===== src/rtl/vim828_decoder.sv =====
// vim828_decoder: receive-side decoder for the VIM828 1/3-bias, 4-COM segment LCD.
// It registers the pin level codes and waits for them to settle. Each settled phase
// is then evaluated once, and the selected COM row is captured. When all four rows
// have been seen, a full frame is published.
module vim828_decoder #(
  parameter int SEG_PINS      = 32,
  parameter int STABLE_CYCLES = 4
) (
  input  logic                    Clock,
  input  logic                    Reset,
  input  logic [7:0]              ComLevel_i,
  input  logic [2*SEG_PINS-1:0]   SegLevel_i,
  output logic [4*SEG_PINS-1:0]   Frame_o,
  output logic                    FrameValid_o,
  output logic [1:0]              ActiveCom_o,
  output logic                    Error_o
);

  localparam int                CNT_W   = $clog2(STABLE_CYCLES);
  localparam logic [CNT_W-1:0]  CNT_MAX = CNT_W'(STABLE_CYCLES - 1);

  logic [7:0]                    com_cur;
  logic [7:0]                    com_prev;
  logic [2*SEG_PINS-1:0]         seg_cur;
  logic [2*SEG_PINS-1:0]         seg_prev;
  logic [CNT_W-1:0]              stable_cnt;
  logic                          armed;
  logic [3:0][SEG_PINS-1:0]      rows;
  logic [3:0]                    seen;

  logic                          changed;
  logic                          fire;
  logic [2:0]                    sel_cnt;
  logic [1:0]                    sel_idx;
  logic [1:0]                    pol;
  logic [1:0]                    idle_lvl;
  logic                          others_ok;
  logic [1:0]                    on_lvl;
  logic [1:0]                    off_lvl;
  logic                          seg_ok;
  logic [SEG_PINS-1:0]           row_bits;
  logic                          eval_ok;
  logic [3:0]                    seen_upd;
  logic [3:0][SEG_PINS-1:0]      rows_upd;

  assign changed  = (com_cur != com_prev) || (seg_cur != seg_prev);
  assign fire     = armed && !changed && (stable_cnt == CNT_MAX);
  assign eval_ok  = (sel_cnt == 3'd1) && others_ok && seg_ok;
  assign seen_upd = seen | (4'b0001 << sel_idx);

  // Register the pins once and keep the previous sample for change detection
  always_ff @(posedge Clock) begin
    com_cur <= ComLevel_i;
    seg_cur <= SegLevel_i;
    if (!Reset) begin
      com_prev <= ComLevel_i;
      seg_prev <= SegLevel_i;
    end else begin
      com_prev <= com_cur;
      seg_prev <= seg_cur;
    end
  end

  // Settling counter: any change restarts the count and re-arms a single evaluation
  always_ff @(posedge Clock) begin
    if (!Reset) begin
      stable_cnt <= '0;
      armed      <= 1'b1;
    end else if (changed) begin
      stable_cnt <= '0;
      armed      <= 1'b1;
    end else begin
      if (stable_cnt != CNT_MAX) begin
        stable_cnt <= stable_cnt + CNT_W'(1);
      end
      if (fire) begin
        armed <= 1'b0;
      end
    end
  end

  // Find the selected COM (driven to a rail) and check the idle COMs sit at the opposite mid level
  always_comb begin
    sel_cnt   = '0;
    sel_idx   = '0;
    pol       = '0;
    others_ok = 1'b1;
    for (int i = 0; i < 4; i++) begin
      if (com_cur[2*i +: 2] == 2'd0 || com_cur[2*i +: 2] == 2'd3) begin
        sel_cnt = sel_cnt + 3'd1;
        sel_idx = 2'(i);
        pol     = com_cur[2*i +: 2];
      end
    end
    idle_lvl = (pol == 2'd0) ? 2'd2 : 2'd1;
    for (int i = 0; i < 4; i++) begin
      if (2'(i) != sel_idx && com_cur[2*i +: 2] != idle_lvl) begin
        others_ok = 1'b0;
      end
    end
  end

  // Decode each SEG against the selected polarity: opposite rail is on, near mid level is off
  always_comb begin
    on_lvl   = 2'd3 - pol;
    off_lvl  = (pol == 2'd0) ? 2'd1 : 2'd2;
    seg_ok   = 1'b1;
    row_bits = '0;
    for (int k = 0; k < SEG_PINS; k++) begin
      if (seg_cur[2*k +: 2] == on_lvl) begin
        row_bits[k] = 1'b1;
      end else if (seg_cur[2*k +: 2] != off_lvl) begin
        seg_ok = 1'b0;
      end
    end
  end

  // Row set as it would look with the current capture merged in
  always_comb begin
    rows_upd          = rows;
    rows_upd[sel_idx] = row_bits;
  end

  // Capture rows, assemble frames and flag protocol errors once per settled phase
  always_ff @(posedge Clock) begin
    if (!Reset) begin
      rows         <= '0;
      seen         <= '0;
      Frame_o      <= '0;
      FrameValid_o <= 1'b0;
      ActiveCom_o  <= '0;
      Error_o      <= 1'b0;
    end else begin
      FrameValid_o <= 1'b0;
      Error_o      <= 1'b0;
      if (fire) begin
        if (eval_ok) begin
          rows        <= rows_upd;
          ActiveCom_o <= sel_idx;
          if (seen_upd == 4'b1111) begin
            Frame_o      <= rows_upd;
            FrameValid_o <= 1'b1;
            seen         <= '0;
          end else begin
            seen <= seen_upd;
          end
        end else begin
          Error_o <= 1'b1;
          seen    <= '0;
        end
      end
    end
  end

endmodule


===== config.mk =====
export PLATFORM = sky130hd
export DESIGN_NAME = vim828_decoder
export DESIGN_NICKNAME = d
export VERILOG_FILES = /design/src/rtl/vim828_decoder.sv
export SDC_FILE = /design/constraint.sdc
export NUM_CORES = 1
export LEC_CHECK = 0
export ABC_AREA = 1
export CAP_MARGIN = 15
export CORE_ASPECT_RATIO = 1.1
export CORE_MARGIN = 10
export CORE_UTILIZATION = 47
export DETAILED_ROUTE_END_ITERATION = 8
export GPL_ROUTABILITY_DRIVEN = 0
export PLACE_DENSITY = 0.8
export SKIP_CTS_REPAIR_TIMING = 1
export SYNTH_ARGS = -nofsm -noshare
export SYNTH_HDL_FRONTEND = slang
export SYNTH_SLANG_ARGS = --single-unit

===== constraint.sdc =====
create_clock -name Clock -period 5.1 [get_ports Clock]
set_clock_uncertainty 0.1 [all_clocks]
set_input_delay 0.765 -clock Clock [delete_from_list [all_inputs] [get_ports Clock]]
set_output_delay 0.765 -clock Clock [all_outputs]
set_load 0.01 [all_outputs]

==> impl_metrics.yaml, run 1 <==
status:
  status: "completed"
global_routing:
  grt_overflow_total: 0
  antenna_found_initial: 2
  grt_pass1_wl_mm: 80.0
  track_usage_pct: 22.0
  grt_pass1_vias: 15000
  grt_max_degree: 116
floorplan:
  coreArea_mm2: 0.0362
  die_area_mm2: 0.0448
  die_x_um: 203
  io_pins: 206
  rows: 73
  initial_utilization_pct: 47.7
  die_h_um: 221
timing:
  relSlewSlack_pct: 20.9
  tightest_slew_ns: 1.18
  rsz0062_at_grt: "no"
  post-route-period-util_pct: 80.1
  hold_viol: 0
  timing.final.crit_period_ns: 4.09
  setup_tns_ns: 0
  whs_ns: 0.368
  setup_violations: 0
  max_freq_mhz: 245
  slew_violations: 0
power_and_ir_drop:
  cellLeakagePower_nw: 9.05
  ir_worst_vdd_uv: 209
  p_per_area_mw_per_mm2: 343
detailed_routing:
  drtAntennaViolNets: 0
  vias: 16200
  first_pass_iters: 8
  drt_iter0_markers: 1576
  drc: 0
  drt_wl_total_mm: 51.7
  avgRoutedWirePerCell_um: 16.4
  routed_via_density: 5.14
clocking:
  cts-root-buf: "clkbuf_16"
  htreeDepth: 2
  cts_buffers: 42
  cts.sinks: 411
  cts_buffer_depth: 3
  clk_latency_ns: 0.55
  path_clk_slew_ns: 0.06
  cts_tree: "yes"
setup_path:
  cp.required_ns: 5.44
  cp_slowest_stage_delay_ns: 0.40
  r2r-end: "Frame_o[64]"
  crit_type: "register to register"
  crit_arrival_ns: 4.42
  path_common_cell: "nand2_1"
  reg2reg_depth: 20
  startpoint_type: "register"
  worst_setup_path_end_kind: "register"
  path_cells: "inv_2 > nand2_4 > nand2_4 > inv_2 > nand3_2 > buf_4 > nand2_2 > buf_4 > nand2_1 > nand3_1 > nand2_1 > inv_1 > nand2_1 > nor2_1 > nand3_1 > nor2_4 > buf_12 > nand2_1 > nor2_1 > nor2_1"
  crit_slowest_cell: "dfxtp_1"
  rr_startpoint: "com_cur[6]"
  r2r_slack_ns: 1.01
  path_max_fanout: 115
yosys:
  yosysSeqAreaShare_pct: 47.7
  syn_avg_cell_area_um2: 6.90
  ys_ff_latch: 411
  netlist_area_mm2: 0.0173
  yosysWarnings: 0
  syn-num-nets: 2580
  syn_inst: 2501
  synth.distinct_cells: 29
place:
  place_hpwl_mm: 35.4
  io_buffers: 205
finish:
  syn_to_final_growth_pct: 21.4
  drive_gt1_share_pct: 5.03
  finish.net_count: 2712
  fillCellCount: 3310
worst_hold_path:
  hold_path_end: "Frame_o[13]"
  hold_start: "Frame_o[13]"
  whs_path_depth: 2
  min_path_type: "register to register"
job:
  maxCapViolations: 0
-- where the power goes --
part	internal, mW	switching, mW
sequential	3.29	0.0547
clock	1.90	1.28
combinational	0.217	0.447
total	5.40	1.78
-- synth_stat cells, drive strengths merged --
cell    count  share of area, %
a21oi      15              0.44
a31oi       1             0.036
buf        68               2.1
clkbuf     71               1.5
clkinv      1             0.022
dfxtp     411                48
ha          5              0.36
inv       166               3.6
mux2        6              0.39
nand2     785                17
nand3     125               3.7
nand3b      5              0.22
nand4      15              0.54
nor2      443               9.7
nor3       12              0.35
o21ai     300               8.7
or2        17              0.62
xnor2      30               1.5
xor2       25               1.3
-- layer usage --
metal	GRT usage [%]	wire (um)	up-vias
met5	0	23	-
met3	5.29	4800	128
met4	12.1	2700	4
met1	27.7	21100	7364
met2	34.0	23000	653
li1	-	-	8058
-- critical path: cells and delay by family (launching register included) --
family | cells | cell delay (ns)
flip-flops | 1 | 0.40
buffers and inverters | 6 | 1.15
AND/OR/NAND/NOR | 14 | 2.21
-- registers in the layout, indices dropped and copies added (netlist names) --
| signal | count |
|---|---|
| Frame_o | 128 |
| rows | 128 |
| seg_cur | 64 |
| seg_prev | 64 |
| com_cur | 8 |
| com_prev | 8 |
| seen | 4 |
| ActiveCom_o | 2 |
| stable_cnt | 2 |
| Error_o | 1 |
| FrameValid_o | 1 |
| armed | 1 |
-- how the worst max path moves through the flow --
stage / startpoint / endpoint / slack, ns
floorplan: com_cur[0] / rows[32] / 2.08
global placement: com_cur[7] / rows[95] / 1.24
detailed placement: com_cur[6] / Frame_o[64] / 1.15
CTS: com_cur[6] / Frame_o[64] / 1.11
global route: com_cur[7] / rows[103] / 0.66
finish: com_cur[6] / Frame_o[64] / 1.01
-- kinds of logic after synthesis --
family                   Yosys count  synth area share [%]
AO/OA/AOI/OAI                    316                  9.17
XOR/XNOR                          55                  2.79
adder cells (fa/ha/maj)            5                 0.363
buffers and inverters            306                  7.29
flip-flops                       411                  47.7
multiplexers                       6                 0.392
AND/OR/NAND/NOR                 1402                  32.3
-- layout by cell type (no fill, tap or decap), types with 15 or more instances in the layout --
cell type          n
clkdlybuf4s50_1  204
o21ai_1           41
a21oi_1           15
dfxtp_1          411
inv_1            159
buf_4             19
clkbuf_16         43
nand2_1          781
nor2_1           440
nand4_1           15
xnor2_1           30
xor2_1            25
nand3_1          123
o21ai_0          259
or2_2             17
-- metrics by stage --
| stage | cells | instance area (um2) | power, mW | worst slack, ns | utilization, % |
|---|---|---|---|---|---|
| detailed placement | 3076 | 19500 | 4.06 | 1.15 | 53.9 |
| global route | 3153 | 20900 | 7.41 | 0.661 | 57.9 |
| CTS | 3153 | 20900 | 7.22 | 1.11 | 57.9 |
| finish | 3155 | 20900 | 7.18 | 1.01 | 57.9 |
| global placement | 3076 | 19500 | 4.03 | 1.24 | 53.9 |
| floorplan | 2501 | 17300 | 3.79 | 2.08 | - |
-- area by class of cell --
cell class                 instances  area (um2)  area share, %
clock inverter                    18         204          0.974
multi-input combinational       1784        7780           37.1
antenna                            2        5.00         0.0239
timing repair buffer             227        2260           10.8
inverter                         167         628           3.00
sequential                       411        8230           39.3
tap                              487         609           2.91
clock buffer                      59        1240           5.90
No activity file was read; power rests on OpenSTA's default activity.
==> inputs of run 2 (changes only) <==
Clock period 5.1 ns to 3.91 ns, I/O delays scaled along.
==> run 2 against run 1 <==
  * Final cell count grew 0.25%
  * Combinational power grew 32%
  * Design area grew 0.56%
  * Sequential cell count is the same
  * Hold slack lost 0.0034 ns
  * Largest cell class unchanged
  * Critical path depth grew 2
==> impl_metrics.yaml, run 2 (same netlist as run 1, synthesis figures left out) <==
detailed_routing:
  drc: 0
  drt_iter0_markers: 1574
  avgRoutedWirePerCell_um: 16.3
  routed_via_density: 5.13
  drtAntennaViolNets: 0
  drt_wl_total_mm: 51.6
  vias: 16200
  first_pass_iters: 6
setup_path:
  cp.required_ns: 4.24
  reg2reg_depth: 22
  r2r_slack_ns: 0.27
  crit_end: "rows[99]"
  crit_path_start: "com_cur[1]"
  r2r-end: "rows[99]"
  worst_setup_path_end_kind: "register"
  rr_startpoint: "com_cur[1]"
  crit_type: "register to register"
  crit_slowest_cell: "dfxtp_1"
  startpoint_type: "register"
  path_max_fanout: 66
  crit_arrival_ns: 3.96
  cp_slowest_stage_delay_ns: 0.35
  path_cells: "ha_1 > inv_1 > ha_1 > nand3b_1 > nand2_1 > inv_1 > ha_1 > inv_1 > nand2_1 > nand2_1 > inv_1 > nor2_1 > nand3_1 > nor2_1 > nand2_1 > nor2_1 > nand3_2 > nor2_4 > inv_2 > buf_4 > o21ai_0 > nor2_1"
place:
  dpl_cell_area_mm2: 0.0196
  io_buffers: 205
  place_hpwl_mm: 35.0
  dp_slack_ns: 0.285
finish:
  seq_area_mm2: 0.00823
  drive_gt1_share_pct: 5.27
  reg_top3: "Frame_o x128, rows x128"
  layout_common_cells: "nand2_1 (781), nor2_1 (439), dfxtp_1 (410)"
  final_area_mm2: 0.0211
  syn_to_final_growth_pct: 22.1
  layout_commonest_cell: "nand2_1"
  multi_input_area_mm2: 0.00779
  finish.net_count: 2722
  fillCellCount: 3269
clocking:
  cts_buffers: 41
  cts.sinks: 411
  cts-root-buf: "clkbuf_16"
  cts_buffer_depth: 3
  htreeDepth: 2
  cts_tree: "yes"
  path_clk_slew_ns: 0.06
  clk_latency_ns: 0.55
power_and_ir_drop:
  cellLeakagePower_nw: 9.09
  p_per_area_mw_per_mm2: 438
  ir_worst_vdd_uv: 262
timing:
  relSlewSlack_pct: 23.7
  post-route-period-util_pct: 93.0
  hold_viol: 0
  setup_violations: 0
  timing.final.crit_period_ns: 3.64
  slew_violations: 0
  tightest_slew_ns: 1.13
  setup_tns_ns: 0
  layout_setup_ws_ns: 0.272
  max_freq_mhz: 275
global_routing:
  grt_pass1_wl_mm: 79.6
  antenna_found_initial: 1
  track_usage_pct: 21.8
  grt_max_degree: 138
  grt_pass1_vias: 15200
  grt_overflow_total: 0
job:
  maxCapViolations: 0
floorplan:
  coreArea_mm2: 0.0362
  die_area_mm2: 0.0448
  die_h_um: 221
  initial_utilization_pct: 47.7
  rows: 73
  io_pins: 206
  die_x_um: 203
status:
  status: "completed"
worst_hold_path:
  min_path_type: "register to register"
[run 2: final cells by class]
| cell class | instances | area share (%) |
|---|---|---|
| clock inverters | 10 | 0.517 |
| clock buffers | 64 | 6.01 |
| flip-flops and latches | 411 | 39.1 |
| inverters | 167 | 2.98 |
| diodes | 2 | 0.0238 |
| well taps | 487 | 2.89 |
| multi-input cells | 1784 | 37.0 |
| repair buffers | 238 | 11.5 |
[run 2: critical path, delay by kind of cell, from the launching register on]
family / cells / cell delay (ns)
compound gates: 1 / 0.28
simple gates: 12 / 1.32
buf+inv: 6 / 0.54
fa+ha+maj: 3 / 0.90
flops: 1 / 0.35
[run 2: worst min path at each step]
| stage | cells after the start | slack [ns] | end | from |
|---|---|---|---|---|
| floorplan | 2 | 0.34 | seen[1] | seen[1] |
| global placement | 2 | 0.35 | seen[1] | seen[1] |
| detailed placement | 2 | 0.35 | seen[1] | seen[1] |
| CTS | 2 | 0.36 | seen[1] | seen[1] |
| global route | 2 | 0.39 | Frame_o[10] | Frame_o[10] |
| finish | 2 | 0.36 | seen[1] | seen[1] |
[run 2: power by group]
group	switching [mW]	internal, mW	leakage (nW)
sequential	0.0669	4.29	3.36
combinational	0.591	0.289	5.06
clock	1.64	2.36	0.673
total	2.30	6.93	9.09
[run 2: stage by stage]
step | hold slack [ns] | total power [mW] | cells | util [%]
finish | 0.365 | 9.23 | 3163 | 58.2
global route | 0.389 | 9.55 | 3161 | 58.2
CTS | 0.362 | 9.27 | 3158 | 58.0
detailed placement | 0.352 | 5.30 | 3084 | 54.2
global placement | 0.347 | 5.28 | 3084 | 54.2
floorplan | 0.341 | 4.95 | 2501 | -
[run 2: layer usage]
layer,share of wire [%],track usage (%),routed length [um],vias up
li1,-,-,-,8086
met1,42,27.0,21700,7463
met2,45,35.1,23400,576
met3,8.4,5.17,4320,111
met4,4.1,9.84,2100,2
met5,0.025,0,13,-
==> inputs of run 3 (changes only) <==
Settings changed: REMOVE_ABC_BUFFERS from default to 1.
==> run 3 against run 2 <==
  * Core utilization decreased by 0.11 points
  * Critical path depth is 1 higher
  * Global-route usage is 0.63 points lower
  * Clock power rose by 3%
  * Total power grew 0.67%
  * Setup slack improved by 0.036 ns
  * Maximum frequency is 1.0% higher
  * Via count down 2.5%
  * Hold slack improved by 0.0041 ns
  * Combinational power shrank 8.2%
  * Final cell count barely moved
==> impl_metrics.yaml, run 3 (same netlist as run 1, synthesis figures left out) <==
setup_path:
  worst_setup_path_end_kind: "register"
  path_buf_inv: 5
  cp_slowest_stage_delay_ns: 0.38
  crit_arrival_ns: 3.93
  cp.required_ns: 4.24
  crit_family: "simple AND/OR/NAND/NOR gates"
  startpoint_type: "register"
  path_cells: "inv_1 > nand2_1 > nand2_1 > ha_1 > nand3b_1 > nand2_1 > inv_1 > ha_1 > inv_1 > nand2_1 > nand2_1 > inv_1 > nor2_1 > nand3_1 > nor2_1 > nand2_1 > nor2_2 > nand3_2 > nor2_4 > clkbuf_16 > nand2_1 > nor2_1 > nor2_1"
  path_max_fanout: 86
  crit_slowest_cell: "dfxtp_1"
  crit_type: "register to register"
  path_common_cell: "nand2_1"
power_and_ir_drop:
  ir_worst_vdd_uv: 309
  cellLeakagePower_nw: 9.07
  p_total_mw: 9.30
  p_per_area_mw_per_mm2: 442
clocking:
  cts_buffers: 42
  clk_latency_ns: 0.55
  htreeDepth: 2
  cts_tree: "yes"
  cts_buffer_depth: 3
  path_clk_slew_ns: 0.06
  cts-root-buf: "clkbuf_16"
  cts.sinks: 411
global_routing:
  grt-busiest-layer: "met2"
  use_met3_pct: 5.42
  use_met1_pct: 25.4
  grt_max_degree: 151
  antenna_found_initial: 15
  use_met2_pct: 35.9
  grt_overflow_total: 0
  grt_pass1_vias: 15200
  grt_pass1_wl_mm: 78.3
  track_usage_pct: 21.1
status:
  status: "completed"
floorplan:
  die_h_um: 221
  rows: 73
  die_area_mm2: 0.0448
  initial_utilization_pct: 47.7
  die_x_um: 203
  coreArea_mm2: 0.0362
  io_pins: 206
timing:
  whs_ns: 0.369
  tightest_slew_ns: 0.834
  relSlewSlack_pct: 44.4
  post-route-period-util_pct: 92.1
  setup_violations: 0
  layout_setup_ws_ns: 0.308
  hold_viol: 0
  timing.final.crit_period_ns: 3.60
  rsz0062_at_grt: "no"
  slew_violations: 0
  max_freq_mhz: 278
place:
  dp_slack_ns: 0.311
  io_buffers: 205
  place_hpwl_mm: 33.1
  dp_cells: 3080
detailed_routing:
  avgRoutedWirePerCell_um: 15.4
  drt_iter0_markers: 1197
  vias: 15800
  drc: 0
  drt_wl_total_mm: 48.7
  routed_via_density: 5.01
  drtAntennaViolNets: 0
  first_pass_iters: 6
job:
  maxCapViolations: 0
finish:
  syn_to_final_growth_pct: 21.9
  drive_gt1_share_pct: 4.99
  finish.net_count: 2716
  fin_cells: 3161
  layout_commonest_cell: "nand2_1"
  layout_common_cells: "nand2_1 (781), nor2_1 (439), dfxtp_1 (410)"
  reg_top3: "Frame_o x128, rows x128"
worst_hold_path:
  min_path_type: "register to register"
-- run 3: cell count changes in the layout (fill, tap and decap cells not counted), sizes merged --
cell / change
buf: -7
diode: +6
bufinv: +2
clkinv: +2
clkinvlp: -2
inv: -2
clkbuf: -1
-- run 3: final timing paths --
| path | start | endpoint | slack [ns] | depth (start not counted) |
|---|---|---|---|---|
| max reg2reg | com_cur[3] | Frame_o[88] | 0.31 | 23 |
| min | Frame_o[21] | Frame_o[21] | 0.37 | 2 |
| max | com_cur[3] | Frame_o[88] | 0.31 | 23 |
| min reg2reg | Frame_o[21] | Frame_o[21] | 0.37 | 2 |
-- run 3: per-stage QoR --
stage	utilization, %	area, um2	setup TNS, ns
2_1_floorplan	-	16600	-1039.71
3_3_place_gp	54.1	19600	0
3_5_place_dp	54.1	19600	0
4_1_cts	58.0	21000	0
5_1_grt	58.1	21000	0
6_report	58.1	21000	0
-- run 3: final cells by class --
type / count / area (um2)
flip-flops and latches: 411 / 8230
inverters: 167 / 628
fillers: 3297 / 15100
clock inverters: 10 / 150
diodes: 8 / 20.0
well taps: 487 / 609
repair buffers: 231 / 2330
multi-input cells: 1784 / 7790
clock buffers: 63 / 1270
-- run 3: worst min-delay path: cells and delay by family, from the launching register on --
family           cells  cell delay [ns]
flip-flops           1             0.30
AND/OR/NAND/NOR      2             0.12
-- run 3: routing by layer --
metal	routed length [um]	vias up	part of all wire, %
li1	-	8061	-
met3	3520	83	7.2
met5	95	-	0.20
met4	1080	14	2.2
met2	23500	457	48
met1	20500	7211	42
-- run 3: power breakdown --
part	switching (mW)	internal, mW
Clock	1.63	2.51
Combinational	0.521	0.286
Sequential	0.0652	4.29
